==> src/rtl/sos_sample_sequencer.sv <==
// rtl/sos_sample_sequencer.sv - fixed-rate sample sequencer in front of the SOS filter
//
// Purpose:
//   Buffers one input sample and issues it to the filter on every rate tick
//   with a one-cycle trigger. It then waits for the filter to answer and
//   holds the result on a valid/ready output until downstream accepts it.
//   Sticky flags record ticks that found no sample (underrun) and ticks
//   that arrived while a sample was still in flight (overrun).
//
// Optional feature:
//   SOS_SEQ_TIMEOUT_EN - when defined, BUSY gives up after TIMEOUT cycles
//   without filt_done, sets timeout_err and returns to IDLE. When undefined,
//   BUSY waits indefinitely and timeout_err is tied to 0.
//
// Ports:
//   clk, reset              clock (rising edge), asynchronous active-low reset
//   rate_div                sample period minus one, in clk cycles
//   in_data/valid/ready     input sample stream (one-entry buffer)
//   filt_data_in            sample presented to the filter, held between loads
//   filt_sample_trig        one-cycle start pulse to the filter
//   filt_done/data_out      filter completion pulse and its result
//   out_data/valid/ready    filtered sample stream
//   clr_status              clears the sticky flags (a same-cycle set wins)
//   underrun, overrun       sticky status flags
//   timeout_err             sticky filter-timeout flag
module sos_sample_sequencer #(
    parameter int DATA_SIZE = 24,
    parameter int DIV_WIDTH = 16,
    parameter int TIMEOUT   = 256
) (
    input  logic                 clk,
    input  logic                 reset,
    input  logic [DIV_WIDTH-1:0] rate_div,
    input  logic [DATA_SIZE-1:0] in_data,
    input  logic                 in_valid,
    output logic                 in_ready,
    output logic [DATA_SIZE-1:0] filt_data_in,
    output logic                 filt_sample_trig,
    input  logic                 filt_done,
    input  logic [DATA_SIZE-1:0] filt_data_out,
    output logic [DATA_SIZE-1:0] out_data,
    output logic                 out_valid,
    input  logic                 out_ready,
    input  logic                 clr_status,
    output logic                 underrun,
    output logic                 overrun,
    output logic                 timeout_err
);

    typedef enum logic [1:0] {
        IDLE = 2'd0,
        TRIG = 2'd1,
        BUSY = 2'd2,
        HOLD = 2'd3
    } state_t;

    state_t                 state;
    state_t                 state_nx;
    logic [DIV_WIDTH-1:0]   cnt;
    logic                   tick;
    logic                   buf_full;
    logic                   buf_full_nx;
    logic [DATA_SIZE-1:0]   buf_data;
    logic                   accept;
    logic                   load;
    logic                   capture;
    logic                   release_out;
    logic                   timeout_hit;
    logic                   to_expire;
    logic                   underrun_set;
    logic                   overrun_set;

    // ">=" rather than "==" so that lowering rate_div below the current
    // count ticks on the next cycle instead of wrapping the whole counter.
    assign tick   = (cnt >= rate_div);
    assign accept = in_valid & in_ready;

    always_comb begin
        state_nx     = state;
        load         = 1'b0;
        capture      = 1'b0;
        release_out  = 1'b0;
        timeout_hit  = 1'b0;
        underrun_set = 1'b0;
        overrun_set  = 1'b0;
        case (state)
            IDLE: begin
                if (tick) begin
                    state_nx     = TRIG;
                    load         = buf_full;
                    underrun_set = ~buf_full;
                end
            end
            TRIG: begin
                state_nx    = BUSY;
                overrun_set = tick;
            end
            BUSY: begin
                overrun_set = tick;
                if (filt_done) begin
                    capture  = 1'b1;
                    state_nx = HOLD;
                end else if (to_expire) begin
                    timeout_hit = 1'b1;
                    state_nx    = IDLE;
                end
            end
            HOLD: begin
                overrun_set = tick;
                if (out_ready) begin
                    release_out = 1'b1;
                    state_nx    = IDLE;
                end
            end
            default: state_nx = IDLE;
        endcase
    end

    // accept and load never coincide: in_ready is low whenever the buffer is full.
    always_comb begin
        buf_full_nx = buf_full;
        if (accept) begin
            buf_full_nx = 1'b1;
        end else if (load) begin
            buf_full_nx = 1'b0;
        end
    end

    always_ff @(posedge clk or negedge reset) begin
        if (!reset) begin
            state <= IDLE;
        end else begin
            state <= state_nx;
        end
    end

    always_ff @(posedge clk or negedge reset) begin
        if (!reset) begin
            cnt <= '0;
        end else if (tick) begin
            cnt <= '0;
        end else begin
            cnt <= cnt + DIV_WIDTH'(1);
        end
    end

    // in_ready is registered from the next buffer state, so it is 0 during
    // reset and rises on the first edge after release.
    always_ff @(posedge clk or negedge reset) begin
        if (!reset) begin
            buf_full <= 1'b0;
            buf_data <= '0;
            in_ready <= 1'b0;
        end else begin
            buf_full <= buf_full_nx;
            in_ready <= ~buf_full_nx;
            if (accept) begin
                buf_data <= in_data;
            end
        end
    end

    always_ff @(posedge clk or negedge reset) begin
        if (!reset) begin
            filt_data_in     <= '0;
            filt_sample_trig <= 1'b0;
            out_data         <= '0;
            out_valid        <= 1'b0;
        end else begin
            filt_sample_trig <= (state_nx == TRIG);
            if (load) begin
                filt_data_in <= buf_data;
            end
            if (capture) begin
                out_data  <= filt_data_out;
                out_valid <= 1'b1;
            end else if (release_out) begin
                out_valid <= 1'b0;
            end
        end
    end

    always_ff @(posedge clk or negedge reset) begin
        if (!reset) begin
            underrun <= 1'b0;
            overrun  <= 1'b0;
        end else begin
            if (underrun_set) begin
                underrun <= 1'b1;
            end else if (clr_status) begin
                underrun <= 1'b0;
            end
            if (overrun_set) begin
                overrun <= 1'b1;
            end else if (clr_status) begin
                overrun <= 1'b0;
            end
        end
    end

`ifdef SOS_SEQ_TIMEOUT_EN
    localparam int TO_W = $clog2(TIMEOUT + 1);

    // to_cnt is 0 in the first BUSY cycle, so the expiry fires in BUSY cycle TIMEOUT.
    logic [TO_W-1:0] to_cnt;

    always_ff @(posedge clk or negedge reset) begin
        if (!reset) begin
            to_cnt <= '0;
        end else if (state != BUSY) begin
            to_cnt <= '0;
        end else begin
            to_cnt <= to_cnt + TO_W'(1);
        end
    end

    assign to_expire = (to_cnt == TO_W'(TIMEOUT - 1));

    always_ff @(posedge clk or negedge reset) begin
        if (!reset) begin
            timeout_err <= 1'b0;
        end else if (timeout_hit) begin
            timeout_err <= 1'b1;
        end else if (clr_status) begin
            timeout_err <= 1'b0;
        end
    end
`else
    assign to_expire   = 1'b0;
    assign timeout_err = 1'b0;
`endif

endmodule

==> config.mk <==
export PLATFORM = sky130hd
export DESIGN_NAME = sos_sample_sequencer
export DESIGN_NICKNAME = d
export VERILOG_FILES = /design/src/rtl/sos_sample_sequencer.sv
export SDC_FILE = /design/constraint.sdc
export NUM_CORES = 1
export LEC_CHECK = 0
export CAP_MARGIN = 10
export CORE_ASPECT_RATIO = 0.5
export CORE_MARGIN = 8
export CORE_UTILIZATION = 45
export DETAILED_ROUTE_END_ITERATION = 8
export GPL_ROUTABILITY_DRIVEN = 0
export GPL_TIMING_DRIVEN = 0
export PLACE_DENSITY = 0.77
export SYNTH_ARGS = -nofsm -noshare
export SYNTH_HDL_FRONTEND = slang
export SYNTH_SLANG_ARGS = --single-unit
==> constraint.sdc <==
create_clock -name clk -period 5.66 [get_ports clk]
set_input_delay 0.566 -clock clk [delete_from_list [all_inputs] [get_ports clk]]
set_output_delay 0.566 -clock clk [all_outputs]
set_load 0.02 [all_outputs]
* After elaboration in Yosys (flattened, before gate mapping)
Cells that the tools add are included.
** Operators by class
- $add $sub $neg :: 1
- Order comparisons :: 1
- Eq/ne operators :: 4
- Mux-type cells :: 21
- Reductions and logical operators :: 5
- Bitwise gates (word level) :: 3
** Operator list (count)
- adder 16 x 1 -> 16 bit (second input constant) :: 1
- greater-or-equal comparator 16 bit :: 1
- two-way mux 1 bit :: 16
- two-way mux 16 bit :: 1
- case mux 2 bit (4 select lines) :: 1
- two-way mux 2 bit :: 3
- nonzero test 2 bit :: 3
- == test 2 x 1 -> 1 bit (second input constant) :: 2
- == test 2 bit (second input constant) :: 2
- OR reduction 3 bit :: 1
- zero test 2 bit :: 1
- inverter 1 bit :: 2
- bitwise AND 1 bit :: 1
** Word-level totals
- Logic and storage cells :: 46
- Flip-flop bits (word level) :: 96

* Depth between registers and ports, before layout
- Word-level depth :: 6
- Mapped depth :: 8

* Worst setup path before layout
Ideal clock, no wire load.
- Path kind :: input -> register
- Start :: input port rate_div[14]
- End :: register filt_data_in[10]
- Path slack :: 3.302 ns
- Arrival :: 2.233 ns
- Stages :: 8
- Required time :: 5.535 ns
- Path buffers :: 1
- Cells stage by stage :: inv_1 ha_1 nand4_1 nor3_2 o311ai_4 a31oi_4 buf_6 mux2_2
** Between the ends
- Cells in the longest elaborated chain, start to end :: 3
** RTL lines
- start: declaration :: RTL line 33 : input logic [DIV_WIDTH-1:0] rate_div,
- greater-or-equal comparator 16 bit :: RTL line 75 : assign tick = (cnt >= rate_div);
- two-way mux 1 bit :: RTL line 88 : if (tick) begin
- two-way mux 1 bit :: RTL line 86 : case (state)
- end signal: assignment :: RTL line 172 : filt_data_in <= buf_data;
- end: declaration :: RTL line 37 : output logic [DATA_SIZE-1:0] filt_data_in,
Every way passes these cells.
A chain may end at the register's enable or synchronous reset.

* Worst setup path in the final report
- Start :: input port rate_div[14]
- End :: register filt_data_in[0]
Same word-level chain as after synthesis.

==> impl_metrics.tcl <==
set metrics [dict create \
    ios 124 \
    r2r_setup_slack_ps 3220 \
    synth_common_cells "dfrtp_1 (96), mux2_2 (71), nor2_1 (24)" \
    whs_ps 140.1 \
    drv_cap 0 \
    coreArea_sq_um 8859 \
    synth-main-ff-cell "dfrtp_1" \
    post-route-period-util 0.4796 \
    cpPeakStageDelay_ps 450 \
    synth_nets 402 \
    status "completed" \
    worstSkewPairLatency_ps 340 \
    vdd_drop_max_mv 0.2076 \
    via_per_inst 4.809 \
    netlist_area_sq_um 4168 \
    critPathKind "input pin to flop" \
    fp.dieW_um 152.1 \
    hold_path_class "input pin to async pin" \
    setup_viol 0 \
    crit_buf_inv 3 \
    multiInputGateArea_sq_um 1629 \
    die_y_um 84.05 \
    remaining_drc_errors 0 \
    crit_path_end_kind "flop" \
    yosysSeqAreaShare 0.5764 \
    netlist_instances 315 \
    cts-root-buf "clkbuf_16" \
    fmax_mhz 368.4 \
    cts_resized 0 \
    synthToLayoutAreaGrowth_pct 40.77 \
    grt_pass1_vias 3033 \
    synth_async_sr_flop_share 1.000 \
    io_buffers 122 \
    drv_slew 0 \
    crit_slowest_cell "clkdlybuf4s50_1" \
    path_delay_family "buffers and inverters" \
    nets 536 \
    yosysMostFrequentCell "dfrtp_1" \
    place_inst 555 \
    layout_min_cycle_time_ps 2715 \
    gr-total-overflow 0 \
    crit_arrival_ps 2940 \
    h-tree-depth 3 \
    clk_pin_slew_ps 70 \
    clock-sinks 96 \
    first_pass_iters 4 \
    wl_um 9330 \
    synthTopCellsByArea "dfrtp_1 (58%), mux2_2 (19%), ha_1 (5.1%)" \
    drive_gt1_frac 0.2181 \
    cts_hold_buf 0 \
    rsz0062_at_grt "no" \
    p_per_area_nw_per_um2 388.2 \
    seq_area_sq_um 2402 \
    hold_viol_final 0 \
    num_vias 2746 \
    leakagePower_uw 0.002645 \
    post_layout_nonfiller_instances 571 \
    clk_path_buf_depth 2 \
    grt_first_pass_wirelength_um 15680 \
    cts_buffers 9 \
    detail-route-antenna-nets 0 \
    worst_slew_pin_slew_ps 577.5 \
    grt_max_degree 72 \
    yosysTopAreaCell "dfrtp_1" \
    post_cts_buffers 0 \
    r2r-end "filt_data_in[0]" \
    fin_tns_setup_ps 0 \
    rows 24 \
    first_iter_violations 80 \
    start_util 0.4705 \
    grtUsageTotal 0.1524 \
    syn_area_per_cell_sq_um 13.23 \
    path_cells "clkdlybuf4s50_1 -> inv_1 -> ha_1 -> nand4_1 -> nor3_2 -> o311ai_4 -> a31oi_4 -> buf_6 -> mux2_2" \
    antennaDiodeCount 0 \
    crit_required_ps 5880 \
    antenna_found_initial 0 \
    ys_ff_latch 96 \
    finClkSkew_ps 8.505 \
    hpwl_um 7102 \
    synth_cell_types 35 \
    relSlewSlack 0.6150 \
    r2r_cells 7 \
    cts_tree "built" \
    die_area_sq_um 12780 \
    nFillCells 672 \
    synth_warnings 0 \
    synth_top_area_frac 0.5764 \
    worst_setup_path_start_kind "input pin" \
    wl_per_cell_um 16.34 \
    synth_edf_count 0 \
    crit_fanout 10 \
    reg2reg_from "cnt[14]" \
]
[registers in the layout, summed over array words and instances (netlist names)]
signal            flops
buf_data             24
filt_data_in         24
out_data             24
cnt                  16
state                 2
buf_full              1
filt_sample_trig      1
in_ready              1
out_valid             1
overrun               1
underrun              1
[cell usage in the layout, fill, tap and decap left out, types with 2 or more instances in the layout]
master,synthesis,layout
nand3_1,8,8
inv_1,21,21
inv_6,0,2
nor3_1,4,4
nand2_1,12,12
nor2_1,24,24
and3_1,3,3
xnor2_1,10,10
buf_6,2,2
clkbuf_1,6,7
a21oi_1,7,7
a21o_1,2,2
nor4_1,2,2
nand4_1,3,3
xor2_1,4,4
clkbuf_16,0,9
ha_1,17,17
nor2b_1,2,2
a31oi_1,3,3
dfrtp_1,96,96
mux2_2,71,71
clkdlybuf4s50_1,0,121
o21ai_0,3,3
buf_4,1,2
[worst reg2reg max path, stage by stage (launching register included)]
cell	delay, ps
dfrtp_1	420
ha_1	330
nand4_1	160
nor3_2	330
o311ai_4	170
a31oi_4	350
buf_6	220
mux2_2	350
[logic make-up after synthesis]
family,synth area share
AND/OR/NAND/NOR,0.07416
multiplexers,0.1954
AO/OA/AOI/OAI,0.03993
flip-flops,0.5764
adder cells (fa/ha/maj),0.05103
buffers and inverters,0.03272
other,0.0008998
XOR/XNOR,0.02942
[power breakdown]
| group | total (uW) | internal [uW] | switching, uW |
|---|---|---|---|
| sequential | 965 | 861 | 104 |
| clock | 616 | 359 | 258 |
| combinational | 697 | 380 | 316 |
| total | 2280 | 1600 | 678 |
[area by class of cell]
type                       instances  area share
timing repair buffer             123      0.2124
multi-input combinational        188      0.2777
clock buffer                      11     0.04137
inverter                          21     0.01344
buffer                            10    0.009810
clock inverter                     5     0.01088
tap                              117     0.02495
sequential                        96      0.4095
[worst max path at each step]
stage | depth (start not counted) | start | slack, ps | endpoint
2_1_floorplan | 8 | rate_div[14] | 3300 | filt_data_in[10]
3_3_place_gp | 1 | reset | 450 | filt_data_in[21]
3_5_place_dp | 9 | rate_div[14] | 2580 | filt_data_in[0]
4_1_cts | 9 | rate_div[14] | 2940 | filt_data_in[13]
5_1_grt | 9 | rate_div[14] | 2800 | filt_data_in[20]
6_report | 9 | rate_div[14] | 2950 | filt_data_in[0]
[through the flow]
step / area (sq um) / util / setup slack, ps / total power (uW)
floorplan: 4168 / - / 3302 / 1348
global placement: 5535 / 0.6249 / 448.5 / 1657
detailed placement: 5560 / 0.6277 / 2583 / 1683
CTS: 5867 / 0.6623 / 2937 / 2304
global route: 5867 / 0.6623 / 2805 / 2405
finish: 5867 / 0.6623 / 2945 / 2278
[per-layer routing]
layer	global-route usage	up-vias	wire length (um)
met5	0	-	0
met4	0.04500	0	138
met3	0.04442	9	266
met2	0.2800	38	5037
met1	0.1689	1357	3887
li1	-	1342	-
Note: power is estimated with default switching activity, not from simulation.
